===== config.mk =====
export PLATFORM = sky130hd
export DESIGN_NAME = sad_accum_engine_flat
export DESIGN_NICKNAME = d
export VERILOG_FILES = /design/src/rtl/sad_accum_engine_if.sv /design/src/rtl/sad_accum_engine.sv /design/src/flat_wrapper.sv
export SDC_FILE = /design/constraint.sdc
export NUM_CORES = 1
export LEC_CHECK = 0
export ABC_AREA = 1
export ABC_CLOCK_PERIOD_IN_PS = 6400
export BUFFER_PORTS_ARGS = -buffer_cell sky130_fd_sc_hd__buf_4
export CELL_PAD_IN_SITES_DETAIL_PLACEMENT = 1
export CELL_PAD_IN_SITES_GLOBAL_PLACEMENT = 1
export CORE_UTILIZATION = 51
export CTS_CLUSTER_SIZE = 10
export DETAILED_ROUTE_END_ITERATION = 16
export PLACE_DENSITY_LB_ADDON = 0.1
export SLEW_MARGIN = 20
export SYNTH_ARGS = -nofsm -noshare
export SYNTH_HDL_FRONTEND = slang
export SYNTH_SLANG_ARGS = --single-unit

===== constraint.sdc =====
create_clock -name Clk -period 6.4 [get_ports Clk]
set_input_delay 0.96 -clock Clk [delete_from_list [all_inputs] [get_ports Clk]]
set_output_delay 0.96 -clock Clk [all_outputs]
set_load 0.05 [all_outputs]

===== src/rtl/sad_accum_engine_if.sv =====
// Control, memory-write and result signals of sad_accum_engine.
// The master modport is the loader side; the slave modport is the engine.
interface sad_accum_engine_if #(
   parameter int unsigned WIDTH  = 8,
   parameter int unsigned ADDR_W = 5,
   parameter int unsigned SUM_W  = WIDTH + ADDR_W
);
   logic              go;
   logic [ADDR_W-1:0] start_addr;
   logic [ADDR_W:0]   length;
   logic              wr_en;
   logic [ADDR_W-1:0] wr_addr;
   logic [WIDTH-1:0]  wr_data;
   logic              busy;
   logic              done;
   logic [SUM_W-1:0]  sum;
   logic              sat;

   modport master (
      output go, start_addr, length, wr_en, wr_addr, wr_data,
      input  busy, done, sum, sat
   );

   modport slave (
      input  go, start_addr, length, wr_en, wr_addr, wr_data,
      output busy, done, sum, sat
   );
endinterface


===== src/rtl/sad_accum_engine.sv =====
// Sum of |mem[k] - mem[k+1]| over a wrapping window of an internal register file.
// Define SAD_SAT_EN to saturate the accumulator and report clipping on sat.
module sad_accum_engine #(
   parameter int unsigned WIDTH  = 8,
   parameter int unsigned DEPTH  = 32,
   parameter int unsigned ADDR_W = $clog2(DEPTH),
   parameter int unsigned SUM_W  = WIDTH + ADDR_W
) (
   input logic               Clk,
   input logic               Rst,
   sad_accum_engine_if.slave bus
);

   typedef enum logic [1:0] {StIdle, StRun, StDone} state_e;

   localparam logic [ADDR_W:0] DepthL = (ADDR_W + 1)'(DEPTH);

   state_e            state_q, state_d;
   logic [WIDTH-1:0]  mem_q [DEPTH];
   logic [WIDTH-1:0]  prev_q, prev_d;
   logic [ADDR_W-1:0] ptr_q, ptr_d;
   logic [ADDR_W:0]   cnt_q, cnt_d;
   logic [ADDR_W:0]   len_q, len_d;
   logic [SUM_W-1:0]  sum_q, sum_d;

   logic              mem_we;
   logic [ADDR_W:0]   len_eff;
   logic [WIDTH-1:0]  first_val;
   logic [WIDTH-1:0]  cur;
   logic [WIDTH-1:0]  diff;
   logic [SUM_W-1:0]  acc_next;

`ifdef SAD_SAT_EN
   logic              sat_q, sat_d;
   logic [SUM_W:0]    add_full;
   logic              clip;
`endif

   always_comb begin
      mem_we  = (state_q == StIdle) && bus.wr_en;
      len_eff = (bus.length > DepthL) ? DepthL : bus.length;
      // A write landing with an accepted go must be seen by the first read.
      first_val = (mem_we && (bus.wr_addr == bus.start_addr)) ? bus.wr_data
                                                               : mem_q[bus.start_addr];
      cur  = mem_q[ptr_q];
      diff = (prev_q > cur) ? (prev_q - cur) : (cur - prev_q);
`ifdef SAD_SAT_EN
      add_full = {1'b0, sum_q} + (SUM_W + 1)'(diff);
      clip     = add_full[SUM_W];
      acc_next = clip ? {SUM_W{1'b1}} : add_full[SUM_W-1:0];
`else
      acc_next = sum_q + SUM_W'(diff);
`endif
   end

   always_comb begin
      state_d = state_q;
      prev_d  = prev_q;
      ptr_d   = ptr_q;
      cnt_d   = cnt_q;
      len_d   = len_q;
      sum_d   = sum_q;
`ifdef SAD_SAT_EN
      sat_d   = sat_q;
`endif
      unique case (state_q)
         StIdle: begin
            if (bus.go) begin
               len_d = len_eff;
               sum_d = '0;
`ifdef SAD_SAT_EN
               sat_d = 1'b0;
`endif
               if (len_eff >= (ADDR_W + 1)'(2)) begin
                  prev_d  = first_val;
                  ptr_d   = bus.start_addr + 1'b1;
                  cnt_d   = (ADDR_W + 1)'(1);
                  state_d = StRun;
               end else begin
                  state_d = StDone;
               end
            end
         end
         StRun: begin
            sum_d  = acc_next;
            prev_d = cur;
            ptr_d  = ptr_q + 1'b1;
            cnt_d  = cnt_q + 1'b1;
`ifdef SAD_SAT_EN
            if (clip) sat_d = 1'b1;
`endif
            if (cnt_q == len_q - 1'b1) state_d = StDone;
         end
         StDone: state_d = StIdle;
         default: state_d = StIdle;
      endcase
   end

   always_ff @(posedge Clk) begin
      if (Rst) begin
         state_q <= StIdle;
         prev_q  <= '0;
         ptr_q   <= '0;
         cnt_q   <= '0;
         len_q   <= '0;
         sum_q   <= '0;
      end else begin
         state_q <= state_d;
         prev_q  <= prev_d;
         ptr_q   <= ptr_d;
         cnt_q   <= cnt_d;
         len_q   <= len_d;
         sum_q   <= sum_d;
      end
   end

   always_ff @(posedge Clk) begin
      if (Rst) begin
         for (int i = 0; i < int'(DEPTH); i++) mem_q[i] <= '0;
      end else if (mem_we) begin
         mem_q[bus.wr_addr] <= bus.wr_data;
      end
   end

`ifdef SAD_SAT_EN
   always_ff @(posedge Clk) begin
      if (Rst) sat_q <= 1'b0;
      else     sat_q <= sat_d;
   end
   assign bus.sat = sat_q;
`else
   assign bus.sat = 1'b0;
`endif

   assign bus.busy = (state_q != StIdle);
   assign bus.done = (state_q == StDone);
   assign bus.sum  = sum_q;

endmodule


===== src/flat_wrapper.sv =====
// flat-port wrapper written by rule: the top's interface ports become plain ports
module sad_accum_engine_flat 
#(
   parameter int unsigned WIDTH  = 8,
   parameter int unsigned DEPTH  = 32,
   parameter int unsigned ADDR_W = $clog2(DEPTH),
   parameter int unsigned SUM_W  = WIDTH + ADDR_W
)
  (Clk, Rst, bus_go, bus_start_addr, bus_length, bus_wr_en, bus_wr_addr, bus_wr_data, bus_busy, bus_done, bus_sum, bus_sat);
  sad_accum_engine_if #(.WIDTH(WIDTH), .ADDR_W(ADDR_W), .SUM_W(SUM_W)) bus_i ();
  input logic Clk;
  input logic Rst;
  input wire logic [$bits(bus_i.go)-1:0] bus_go;
  input wire logic [$bits(bus_i.start_addr)-1:0] bus_start_addr;
  input wire logic [$bits(bus_i.length)-1:0] bus_length;
  input wire logic [$bits(bus_i.wr_en)-1:0] bus_wr_en;
  input wire logic [$bits(bus_i.wr_addr)-1:0] bus_wr_addr;
  input wire logic [$bits(bus_i.wr_data)-1:0] bus_wr_data;
  output wire logic [$bits(bus_i.busy)-1:0] bus_busy;
  output wire logic [$bits(bus_i.done)-1:0] bus_done;
  output wire logic [$bits(bus_i.sum)-1:0] bus_sum;
  output wire logic [$bits(bus_i.sat)-1:0] bus_sat;
  assign bus_i.go = bus_go;
  assign bus_i.start_addr = bus_start_addr;
  assign bus_i.length = bus_length;
  assign bus_i.wr_en = bus_wr_en;
  assign bus_i.wr_addr = bus_wr_addr;
  assign bus_i.wr_data = bus_wr_data;
  assign bus_busy = bus_i.busy;
  assign bus_done = bus_i.done;
  assign bus_sum = bus_i.sum;
  assign bus_sat = bus_i.sat;
  sad_accum_engine #(.WIDTH(WIDTH), .DEPTH(DEPTH), .ADDR_W(ADDR_W), .SUM_W(SUM_W)) u_core (.Clk(Clk), .Rst(Rst), .bus(bus_i));
endmodule

* After elaboration in Yosys (flattened, before gate mapping)
Memories as Yosys holds them, arrays and structs flattened. A register that Yosys moved wholly into a read port is not among the register bits.
Cells that the tools add are included.
** Cells by class
- Add/sub/neg operators :: 7
- Multipliers :: 0
- Divide/modulo/power cells :: 0
- Order comparisons :: 3
- Equal/unequal tests :: 7
- Shifts and indexed selects :: 0
- Mux-type cells :: 28
- Bitwise gates (word level) :: 0
- Reductions and logical operators :: 10
** Operators with widths (count)
- $mux W8 :: 5
- $pmux W13 S2 :: 1
- $mux W5 :: 5
- $mux W6 :: 3
- $pmux W8 S2 :: 1
- $sub A8 B8 Y8 :: 2
- $add A13 B8 Y13 :: 1
- $mux W13 :: 1
- $pmux W6 S2 :: 1
- $add A5 B1 Y5 const B :: 2
- $pmux W5 S2 :: 1
- $gt A8 B8 Y1 :: 1
- $reduce_or A8 Y1 :: 1
- $add A6 B1 Y6 const B :: 1
- $eq A6 B6 Y1 :: 1
- $ge A6 B2 Y1 const B :: 1
- $gt A6 B6 Y1 const B :: 1
- $mux W1 :: 6
- $mux W2 :: 3
- $reduce_and A2 Y1 :: 3
- $sub A6 B1 Y6 const B :: 1
- $eq A5 B5 Y1 :: 1
- $ne A2 B2 Y1 const B :: 2
- $pmux W2 S2 :: 1
- other kinds (7) :: 9
** Storage, ports and cells
- Register bits :: 40
- Latch bits :: 0
- Memory bits (writable) :: 256
- Bits in read-only memories :: 0
- Bits of input ports :: 28
- Output and inout port bits :: 16
- Memories :: 1
** Memory list
- u_core.mem_q :: depth 32, bits a word 8, read ports 2, clocked after Yosys merged registers in 1, write ports 32, RTL line sad_accum_engine.sv:19 : logic [WIDTH-1:0] mem_q [DEPTH];

* Longest topological paths before layout
- Depth after elaboration :: 8
- Mapped depth :: 35

* Least setup slack after synthesis
No wires, ideal clock.
- Kind :: flip-flop to flip-flop
- Start point :: register with a tool-made name
- End point :: register u_core.sum_q[12], in the netlist u_core.bus.sum[12]
- Library setup time :: 117 ps
- Arrival time :: 4002 ps
- Data required time :: 6283 ps
- Slack :: 2281 ps
- Stages on the path, launching flop included :: 35
- Clock period less this slack :: 4119 ps
- Cells stage by stage :: dfxtp_1 > inv_1 > buf_2 > clkbuf_1 > nand2_1 > nand3_1 > nand3_1 > nand2_1 > nand2_1 > nand3_1 > nand2_1 > inv_1 > ha_1 > inv_1 > fa_1 > inv_1 > nor2_1 > o21ai_0 > o211ai_1 > nand2_1 > buf_2 > nand2_1 > o21ai_0 > xor2_1 > inv_1 > ha_1 > nand2_1 > o21ai_0 > nand2_1 > nand2_1 > nand2_1 > nor3_1 > nand3_1 > nand2_1 > nor2_1
** RTL lines
- end signal: assignment :: RTL line sad_accum_engine.sv:113 : sum_q <= sum_d;
- end: declaration :: RTL line sad_accum_engine.sv:24 : logic [SUM_W-1:0] sum_q, sum_d;

==> flow_metrics.tcl <==
set metrics [dict create \
    first_pass_grt_wire_length_um 100500 \
    worst_ir_drop_vdd_uv 267.2 \
    setup_violating_endpoint_count_in_the_final_report 0 \
    synthDominantCellAreaShare 0.4285 \
    gp_congestion 0.9180 \
    worstPathBufferInverterCount 7 \
    ant_diodes 0 \
    run_status "finished clean" \
    post_synthesis_cell_count 2448 \
    finalSetupTns_ps 0 \
    worst_hold_path_type "register to register" \
    cts_setup_buffers 0 \
    minimum_clock_period_after_layout_ps 5268 \
    mostFrequentLayoutCell "sky130_fd_sc_hd__nand2_1" \
    async_reset_ff_frac 0 \
    layout.nets 2464 \
    leading_cell_types_in_the_layout_fill_and_taps_excluded "sky130_fd_sc_hd__nand2_1, sky130_fd_sc_hd__nand3_1, sky130_fd_sc_hd__nor2_1" \
    timing.hold.worst_endpoint "u_core.len_q[1]" \
    detailroute.via_count 17160 \
    multi_input_comb_area_sq_mm 0.007993 \
    postSynthNetCount 2507 \
    postSynth.topFlopCell "sky130_fd_sc_hd__edfxtp_1" \
    finalClockSkew_ps 17.06 \
    leakagePower_nw 8.714 \
    finalCritPeriodShare 0.8231 \
    worst_path_most_repeated_cell "sky130_fd_sc_hd__nand2_1" \
    endpoint_kind "register" \
    hold_path_depth 2 \
    sw_frac_of_total 0.3444 \
    yosys_top_cell_by_area "sky130_fd_sc_hd__edfxtp_1" \
    dp.final_hpwl_um 43430 \
    number_of_synthesized_flops_with_an_enable_pin 256 \
    die_area_sq_mm 0.03593 \
    fin_ws_ps 1132 \
    drt_iter0_markers 1668 \
    final_util 0.5656 \
    drt-pass1-iter-count 5 \
    critPathTopFamily "simple AND/OR/NAND/NOR gates" \
    cts_root_buffer_type "sky130_fd_sc_hd__clkbuf_16" \
    hold_viol_final 0 \
    cpMaxStageDelayCell "sky130_fd_sc_hd__fa_1" \
    synth_seq_area_share 0.4788 \
    global_route.usage.total 0.3696 \
    sequentialPowerShare 0.391 \
    fp-row-count 68 \
    number_of_buffers_created_by_cts 37 \
    post-route-cell-area_sq_mm 0.01954 \
    clockBufferDepth 3 \
    synth_area_sq_mm 0.01794 \
    cap_violations 0 \
    initial_utilization 0.5193 \
    grt_max_degree 129 \
    nFillCells 4397 \
    rsz0062_at_grt "false" \
    dominant_cells_by_area_after_synthesis "sky130_fd_sc_hd__edfxtp_1, sky130_fd_sc_hd__nand2_1, sky130_fd_sc_hd__nand3_1" \
    netlist-cell-type-count 40 \
    cp.arrival_ps 5700 \
    total_area_of_sequential_cells_sq_mm 0.008593 \
    fmax_ghz 0.1898 \
    crit_path_start_kind "register" \
    synth.avg_cell_area_sq_um 7.328 \
    antenna_found_initial 0 \
    drive_gt1_frac 0.06549 \
    core-area_sq_mm 0.03454 \
    critical_path.max_fanout 34 \
    p_sw_mw 2.035 \
    detail_route.wirelength_um 65360 \
    htree_num_levels 2 \
    clk_pin_slew_ps 60 \
    area_delta_synth_final_pct 8.921 \
    dpl_cell_area_sq_mm 0.01844 \
    critical_path.reg2reg.endpoint "u_core.bus.sum[12]" \
    floorplan.die.height_um 189.5 \
    number_of_remaining_drc_errors 0 \
    worst-r2r-cell-count 33 \
    fp.dieW_um 189.5 \
    p_per_area_mw_per_mm2 302.4 \
    postSynthRegisterBits 301 \
    ios 44 \
    worst_ep_required_ps 6840 \
    numClockSinks 301 \
    grt_pass1_vias 17600 \
    p_int_mw 3.874 \
    cts_tree "yes" \
    cts-hold-fix-buffers 0 \
    detail_route.vias_per_cell 5.953 \
    timing_worst_setup_path_type "register to register" \
    yosysWarnings 0 \
    place_ws_ps 1202 \
    timing.hold.ws_ps 474.1 \
    delay_of_the_slowest_critical_path_stage_ps 410 \
    avgRoutedWirePerCell_um 22.67 \
    clock_insertion_delay_worst_skew_ps 560 \
    total_grt_overflow 0 \
    reg2reg_slack_ps 1130 \
    p_clk_frac 0.337 \
    slew_headroom 0.3509 \
    tightest_slew_ps 972.2 \
    power.share.combinational 0.273 \
    final_antenna_net_count 0 \
    hold_path_startpoint "u_core.len_q[1]" \
    total_of_buffers_placed_on_input_and_output_ports 42 \
    final-max-slew-violation-count 0 \
    post_cts_resize_count 0 \
]
## layout make-up
cell class | count | area share
flip-flops and latches | 301 | 0.4398
multi-input cells | 1803 | 0.4091
clock buffers | 58 | 0.05411
inverters | 194 | 0.03746
well taps | 455 | 0.02914
repair buffers | 68 | 0.02805
clock inverters | 4 | 0.002369
## Yosys cell counts, types with 2 or more instances
cell type	instances
sky130_fd_sc_hd__xnor2_1	7
sky130_fd_sc_hd__buf_2	49
sky130_fd_sc_hd__nor3_1	13
sky130_fd_sc_hd__dfxtp_1	45
sky130_fd_sc_hd__o21bai_1	2
sky130_fd_sc_hd__nand2_1	825
sky130_fd_sc_hd__o21ai_0	51
sky130_fd_sc_hd__clkinv_1	3
sky130_fd_sc_hd__or2_2	26
sky130_fd_sc_hd__nand2_2	4
sky130_fd_sc_hd__a22oi_1	2
sky130_fd_sc_hd__nor4_2	4
sky130_fd_sc_hd__clkbuf_1	84
sky130_fd_sc_hd__fa_1	3
sky130_fd_sc_hd__o221ai_1	2
sky130_fd_sc_hd__buf_1	15
sky130_fd_sc_hd__a211oi_1	2
sky130_fd_sc_hd__xor2_1	13
sky130_fd_sc_hd__inv_2	4
sky130_fd_sc_hd__edfxtp_1	256
sky130_fd_sc_hd__nand4_1	2
sky130_fd_sc_hd__inv_1	187
sky130_fd_sc_hd__ha_1	28
sky130_fd_sc_hd__o211ai_1	2
sky130_fd_sc_hd__nor2_1	362
sky130_fd_sc_hd__nand3_1	395
sky130_fd_sc_hd__a21oi_1	49
## per-stage QoR
step | total power, mW | cells
after floorplan | 3.419 | 2448
after CTS | 5.908 | 2883
after detailed placement | 3.922 | 2821
final | 5.909 | 2883
after global placement | 3.856 | 2821
after global routing | 6.153 | 2883
## how the worst max path moves through the flow
stage          slack, ps                  to  startpoint  depth (start not counted)
2_1_floorplan       2280  u_core.bus.sum[12]    register                         34
3_5_place_dp        1200  u_core.bus.sum[12]    register                         33
3_3_place_gp        1390  u_core.bus.sum[12]    register                         33
5_1_grt              510  u_core.bus.sum[10]    register                         34
6_report            1130  u_core.bus.sum[12]    register                         33
4_1_cts             1160  u_core.bus.sum[12]    register                         33
## routing by layer
layer  global-route usage  up-vias  part of all wire
met5                    0        -                 0
met4               0.1880        0             0.048
li1                     -     7799                 -
met1               0.4697     8473              0.40
met2               0.6103      712              0.48
met3              0.05903      178             0.075
## registers in the layout (all words and copies together), names as in the netlist, named ones only
register        flops
u_core.bus.sum     13
u_core.cnt_q        6
u_core.len_q        6
u_core.mem_q      256
u_core.prev_q       8
u_core.ptr_q        5
u_core.state_q      2
## power groups by stage
stage / combinational (mW) / clock [mW] / sequential (mW)
after floorplan: 1.06 / 0 / 2.36
after CTS: 1.59 / 2.01 / 2.31
after detailed placement: 1.58 / 0 / 2.35
after global routing: 1.77 / 2.07 / 2.32
after global placement: 1.52 / 0 / 2.34
final: 1.61 / 1.99 / 2.31
## kinds of logic after synthesis
logic type	Yosys count	synth area share
other	1	0.0002090
and+or+nand+nor	1635	0.3778
adders and majority gates	31	0.02288
DFF	301	0.4788
AOI/OAI and AO/OA	116	0.03494
buffers and inverters	344	0.07568
xor gates and xnor gates	20	0.009765
## worst reg2reg max path: cells and delay by family, from the launching register on
kind	cells	cell delay, ps
AND/OR/NAND/NOR	19	2040
adder cells (fa/ha/maj)	3	920
XOR/XNOR	1	130
AO/OA/AOI/OAI	3	610
buffers and inverters	7	1120
flip-flops	1	360
Power figures use the tool's default switching activity.
